--- src/rtl/wb_pipe2std_bridge.sv ---
// wb_pipe2std_bridge: Wishbone B4 pipelined master port to classic slave port bridge
module wb_pipe2std_bridge #(
  parameter int ADR_WIDTH = 16,
  parameter int DAT_WIDTH = 16,
  parameter int DEPTH     = 4,
  parameter int TIMEOUT   = 16
) (
  input  logic                   clk,
  input  logic                   rst,
  input  logic                   s_cyc,
  input  logic                   s_stb,
  input  logic                   s_we,
  input  logic [ADR_WIDTH-1:0]   s_adr,
  input  logic [DAT_WIDTH-1:0]   s_dat_i,
  input  logic [DAT_WIDTH/8-1:0] s_sel,
  output logic                   s_stall,
  output logic                   s_ack,
  output logic                   s_err,
  output logic [DAT_WIDTH-1:0]   s_dat_o,
  output logic                   m_cyc,
  output logic                   m_stb,
  output logic                   m_we,
  output logic [ADR_WIDTH-1:0]   m_adr,
  output logic [DAT_WIDTH-1:0]   m_dat_o,
  output logic [DAT_WIDTH/8-1:0] m_sel,
  input  logic                   m_ack,
  input  logic                   m_err,
  input  logic [DAT_WIDTH-1:0]   m_dat_i
);
  localparam int SW = DAT_WIDTH / 8;
  localparam int AW = $clog2(DEPTH);
  localparam int EW = 1 + ADR_WIDTH + DAT_WIDTH + SW;
  localparam int WW = TIMEOUT > 0 ? $clog2(TIMEOUT + 1) : 1;
  typedef enum logic [1:0] {IDLE, REQ, GAP} state_t;
  state_t st_q, st_d;
  logic [EW-1:0] mem_q [DEPTH];
  logic [AW-1:0] wr_q, rd_q;
  logic [AW:0] cnt_q, cnt_d;
  logic [WW-1:0] wd_q, wd_d;
  logic s_ack_q, s_err_q;
  logic [DAT_WIDTH-1:0] s_dat_q;
  logic abort, push, done, tmo, pop;
  assign abort   = !s_cyc;
  assign s_stall = cnt_q == (AW+1)'(DEPTH);
  assign push    = s_cyc & s_stb & !s_stall;
  assign done    = st_q == REQ & (m_ack | m_err) & !abort;
  assign tmo     = TIMEOUT != 0 && st_q == REQ && !m_ack && !m_err && !abort && wd_q == WW'(TIMEOUT);
  assign pop     = done | tmo;
  assign {m_we, m_adr, m_dat_o, m_sel} = mem_q[rd_q];
  assign m_stb   = st_q == REQ;
  assign m_cyc   = st_q != IDLE;
  assign s_ack   = s_ack_q;
  assign s_err   = s_err_q;
  assign s_dat_o = s_dat_q;
  // next state: occupancy, FSM and watchdog; an abort flushes everything
  always_comb begin
    cnt_d = abort ? '0 : cnt_q + (AW+1)'(push) - (AW+1)'(pop);
    st_d  = abort          ? IDLE :
            st_q == IDLE   ? (cnt_q != 0 ? REQ : IDLE) :
            tmo            ? GAP :
            st_q == GAP    ? (cnt_q != 0 ? REQ : IDLE) :
            done           ? (cnt_d != 0 ? REQ : IDLE) : REQ;
    wd_d  = (TIMEOUT == 0 || st_q != REQ || pop || abort) ? '0 : wd_q + WW'(1);
  end
  // request storage, written on accept
  always_ff @(posedge clk) begin
    if (push) mem_q[wr_q] <= {s_we, s_adr, s_dat_i, s_sel};
  end
  // control state and registered upstream responses
  always_ff @(posedge clk) begin
    if (rst) begin
      st_q    <= IDLE;
      cnt_q   <= '0;
      wr_q    <= '0;
      rd_q    <= '0;
      wd_q    <= '0;
      s_ack_q <= 1'b0;
      s_err_q <= 1'b0;
      s_dat_q <= '0;
    end else begin
      st_q    <= st_d;
      cnt_q   <= cnt_d;
      wd_q    <= wd_d;
      wr_q    <= abort ? '0 : push ? wr_q + AW'(1) : wr_q;
      rd_q    <= abort ? '0 : pop ? rd_q + AW'(1) : rd_q;
      s_ack_q <= done & !m_err;
      s_err_q <= (done & m_err) | tmo;
      s_dat_q <= (done & !m_err & !m_we) ? m_dat_i : s_dat_q;
    end
  end
endmodule
--- config.mk ---
export PLATFORM = sky130hd
export DESIGN_NAME = wb_pipe2std_bridge
export DESIGN_NICKNAME = d
export VERILOG_FILES = /design/src/rtl/wb_pipe2std_bridge.sv
export SDC_FILE = /design/constraint.sdc
export NUM_CORES = 1
export LEC_CHECK = 0
export ABC_AREA = 1
export CORE_MARGIN = 4
export CORE_UTILIZATION = 40
export DETAILED_ROUTE_END_ITERATION = 7
export PLACE_DENSITY_LB_ADDON = 0.08
export SLEW_MARGIN = 0
export SYNTH_ARGS = -nofsm -noshare
export SYNTH_HDL_FRONTEND = slang
export SYNTH_SLANG_ARGS = --single-unit
--- constraint.sdc ---
create_clock -name clk -period 2.5 [get_ports clk]
set_input_delay 0.5 -clock clk [delete_from_list [all_inputs] [get_ports clk]]
set_output_delay 0.5 -clock clk [all_outputs]
set_load 0.02 [all_outputs]
==> Word-level counts from Yosys, hierarchy flattened <==
Memory sizes are Yosys's and may differ from the RTL's. A register that Yosys moved wholly into a read port is not among the register bits.
Cells that the tools add are included.
{ "word_totals": {"ram_bits": 140, "memories": 1, "out_inout_bits": 56, "inputBits": 57, "regBits": 32, "word_cells": 58} }
{ "mem_list": {"columns": ["memory", "words", "word_bits", "read_ports", "rd_clocked_by_memory_dff", "write_ports", "line_no", "rtl"], "rows": [
  ["mem_q", 4, 35, 1, 1, 1, "36", "logic [EW-1:0] mem_q [DEPTH];"]
]} }
{ "op_classes": {"n_bitwise": 11, "reduce_logical": 17, "eq_ne": 5, "muxes": 11, "add_sub_neg": 5} }
{ "ops": {"columns": ["operator", "n"], "rows": [
  ["two-way mux 2 bit", 4],
  ["bitwise AND 1 bit", 7],
  ["two-way mux 1 bit", 6],
  ["nonzero test 3 bit", 2],
  ["adder 5 x 1 -> 5 bit (second input constant)", 1],
  ["equality test 5 bit (second input constant)", 1],
  ["logical NOT 1 bit", 5],
  ["adder 2 x 1 -> 2 bit (second input constant)", 2],
  ["logical AND 1 bit", 4],
  ["OR reduction 2 bit", 2],
  ["adder 3 x 1 -> 3 bit", 1],
  ["equality test 3 bit (second input constant)", 1],
  ["two-way mux 3 bit", 1],
  ["bitwise OR 1 bit", 3],
  ["subtractor 3 x 1 -> 3 bit", 1],
  ["equality test 2 x 1 -> 1 bit (second input constant)", 1],
  ["equality test 2 bit (second input constant)", 1],
  ["logical NOT 2 bit", 1],
  ["logical OR 1 bit", 2],
  ["!= test 2 x 1 -> 1 bit (second input constant)", 1],
  ["nonzero test 2 bit", 1],
  ["inverter 1 bit", 1]
]} }

==> Longest topological paths before layout <==
{ "logic_depth": {"depth_word": 14, "ltp_mapped": 15, "ltp_nobuf": 15} }

==> Worst setup path after synthesis <==
OpenSTA, ideal clock, no wires.
{ "synth_path": {"kind": "register to register", "from": "register cnt_q[1]", "to": "memory mem_q[0][0] (netlist name) (enable)", "setup_time_ps": 427, "n_path_buf": 0, "t_arrival_ps": 2239, "slack_ps": -166, "path_stages_with_launch": 5, "required_ps": 2073, "synth_period_minus_slack_ps": 2666, "cell_sequence": "dfxtp_1 -> nor2_1 -> nand2_1 -> nand3_1 -> nor2_1"} }
{ "synth_via": {"elab_chain_len": 5} }
{ "synth_rtl": {"columns": ["item", "line_no", "rtl"], "rows": [
  ["start: declaration", "38", "logic [AW:0] cnt_q, cnt_d;"],
  ["start signal: assignment", "82", "cnt_q <= cnt_d;"],
  ["equality test 3 bit", "44", "assign s_stall = cnt_q == (AW+1)'(DEPTH);"],
  ["logical NOT 1 bit", "45", "assign push = s_cyc & s_stb & !s_stall;"],
  ["bitwise AND 1 bit", "45", null],
  ["two-way mux 1 bit", "67", "if (push) mem_q[wr_q] <= {s_we, s_adr, s_dat_i, s_sel};"],
  ["two-way mux 1 bit (not written as such)", "67", null],
  ["end: declaration", "36", null]
]} }
Every way passes these cells.

==> flow_summary.json <==
{
  "drv_cap": 0,
  "cts.sinks": 174,
  "ir_drop_mv": 0.446,
  "grt_pass1_vias": 4507,
  "crit_buf_inv": 2,
  "num_antenna_cells": 0,
  "reg2reg_slack_ns": 0.33,
  "finalSetupTns_ns": 0,
  "wl_per_cell_um": 15.7,
  "synthTopCellsByArea": "edfxtp_1 (62%), dfxtp_1 (10%), nor2_1 (5.8%), o21ai_0 (5.1%), o22ai_1 (3.2%)",
  "synth_edf_count": 140,
  "cp_cell_sequence": "buf_12, o21ai_0, o22ai_1, dlygate4sd2_1",
  "critPathArrivalTime_ns": 1.77,
  "synth_common_cells": "edfxtp_1 (140), nor2_1 (104), o21ai_0 (69)",
  "avgSynthCellArea_um2": 12.0,
  "worstPathMaxFanout": 40,
  "synth_seq_cells": 174,
  "ant_nets": 0,
  "p_per_area_mw_per_mm2": 693,
  "hold_path.class": "reg -> reg",
  "ys_warn_count": 0,
  "synthCells": 562,
  "yosysMostFrequentCell": "edfxtp_1",
  "clk_pin_slew_ns": 0.06,
  "status": "finished clean",
  "core-area_mm2": 0.0165,
  "drive_gt1_share_pct": 9.52,
  "tritoncts": "yes",
  "vias_per_cell": 4.82,
  "syn_nets": 627,
  "post-route-util_pct": 54.4,
  "placed_area_mm2": 0.00832,
  "portBuffers": 112,
  "grt_max_degree": 41,
  "first_pass_iters": 4,
  "numCtsBuffers": 17,
  "dieArea_mm2": 0.0190,
  "hold_viol_final": 0,
  "slew_headroom_pct": 80.7,
  "design_area_mm2": 0.00899,
  "drtIter0Drc": 254,
  "num_rows": 47,
  "crit_slowest_cell": "dfxtp_2",
  "worst_setup_path_start_kind": "flop",
  "maxClockFrequency_ghz": 0.440,
  "crit_family": "buffers and inverters",
  "cts_setup_buffers": 0,
  "drt-total-wl_um": 14500,
  "grt_pass1_wl_um": 22900,
  "worst-path-stages": 4,
  "die_w_um": 138,
  "htreeDepth": 4,
  "cpPeakStageDelay_ns": 0.40,
  "synthDistinctLibCells": 25,
  "io_pins": 113,
  "slew_violations": 0,
  "via_count": 4454,
  "post-route-min-period_ns": 2.27,
  "synth.largest_area_cell": "edfxtp_1",
  "clk_latency_ns": 0.42,
  "ctsLongestPathBuffers": 2,
  "area_growth_pct": 33.3,
  "setup_viol": 0,
  "netlist_area_mm2": 0.00674,
  "drcViolationCount": 0,
  "overflow": 0,
  "ys_seq_area_share_pct": 72.4,
  "synth_top_area_share_pct": 62.3,
  "nNetsFinal": 756,
  "async_flop_share_pct": 0,
  "grt_usage_pct": 16.0,
  "cp_data_required_time_ns": 2.00,
  "critPathKind": "reg -> out",
  "dp_hpwl_um": 9130,
  "synthFlopType": "edfxtp_1",
  "clock-root-buffer": "clkbuf_16",
  "min_path_cells": 1,
  "p_leak_nw": 3.42,
  "worst_slew_pin_slew_ns": 0.290,
  "gp_congestion": 0.763,
  "end_kind": "output port",
  "skew_ns": 0.00686,
  "start_util_pct": 40.8,
  "rsz0062_at_grt": "no",
  "power_mw": 6.23,
  "chipHeight_um": 138,
  "worstRegToRegCells": 14,
  "period_share_pct": 91.0,
  "antenna_found_initial": 0
}
## logic make-up (layout without fill, tap and decap cells)
kind of cell               after synthesis  in the layout  share of synthesized area, %
AOI/OAI and AO/OA                      127            127                          10.1
buffers and inverters                   73            215                          4.71
DFF                                    174            174                          72.4
and+or+nand+nor                        176            176                          10.6
adders and majority gates                8              8                          1.60
xor gates and xnor gates                 4              4                         0.520
## cells in the final DEF (no fill, tap or decap), types with 3 or more instances in the layout
cell,instances
edfxtp_1,140
nor2_1,100
clkdlybuf4s50_1,77
o21ai_0,69
inv_1,42
nand2_1,38
o22ai_1,34
dfxtp_1,33
nand3_1,30
a21oi_1,23
clkbuf_16,20
dlygate4sd2_1,18
buf_4,18
dlymetal6s2s_1,17
buf_12,8
ha_1,7
clkbuf_8,6
nor2_4,4
xor2_1,3
## per-layer routing
layer  wire length, um  share of wire [%]  GRT usage [%]
met5                 0                  0              0
met4               162                1.1           4.77
met3               875                6.0           5.30
met2              7090                 49           26.3
met1              6350                 44           20.1
## repair_timing
item | 4_1_cts | 5_1_grt
gates resized for setup | 19 | 17
endpoints found under the setup margin | 26 | 17
endpoints found under the hold margin | 0 | 0
hold buffers | 0 | 0
## worst reg2reg max path, stage by stage (launching register included)
cell and delay, ns:
dfxtp_1 0.33, inv_1 0.06, ha_1 0.14, nand2_1 0.05
inv_1 0.05, nand2_1 0.09, a21oi_1 0.22, nand2_1 0.10
nand2_1 0.09, ha_1 0.14, inv_1 0.05, fa_1 0.50
nand3_1 0.09, nor2_1 0.11, a21oi_1 0.07
## power breakdown
part	internal, mW	switching, mW	total, mW
clock	1.72	1.02	2.73
sequential	3.17	0.0104	3.18
combinational	0.152	0.163	0.315
total	5.04	1.19	6.23
## flip-flops by register name (all words and copies together), names as in the netlist, named ones only
name	flops
mem_q	140
rd_q	2
st_q	2
s_err	1
wr_q	2
wd_q	5
s_dat_o	16
s_ack	1
cnt_q	3
## path summary, 6_finish.rpt
path / start / end
worst min register to register: wd_q[0]$_SDFF_PP0_ / wd_q[0]$_SDFF_PP0_
worst max register to register: wd_q[0]$_SDFF_PP0_ / st_q[0]$_SDFF_PP0_
worst max-delay path: flop / m_dat_o[3]
worst min-delay path: wd_q[0]$_SDFF_PP0_ / wd_q[0]$_SDFF_PP0_
## through the flow
step | instances | worst slack [ns] | hold slack, ns
after global placement | 892 | -0.0198 | 0.444
after CTS | 924 | 0.00209 | 0.469
after global routing | 924 | 0.139 | 0.518
final | 924 | 0.225 | 0.462
after floorplan | 562 | -0.166 | 0.430
after detailed placement | 892 | -0.134 | 0.454
## layout make-up
| type | count | area [um^2] |
|---|---|---|
| Timing Repair Buffer | 139 | 1450 |
| Tap cell | 220 | 275 |
| Fill cell | 1402 | 7530 |
| Multi-Input combinational cell | 315 | 1570 |
| Inverter | 44 | 165 |
| Clock buffer | 27 | 587 |
| Sequential cell | 174 | 4890 |
| Clock inverter | 5 | 60.1 |
Power figures use the tool's default switching activity.
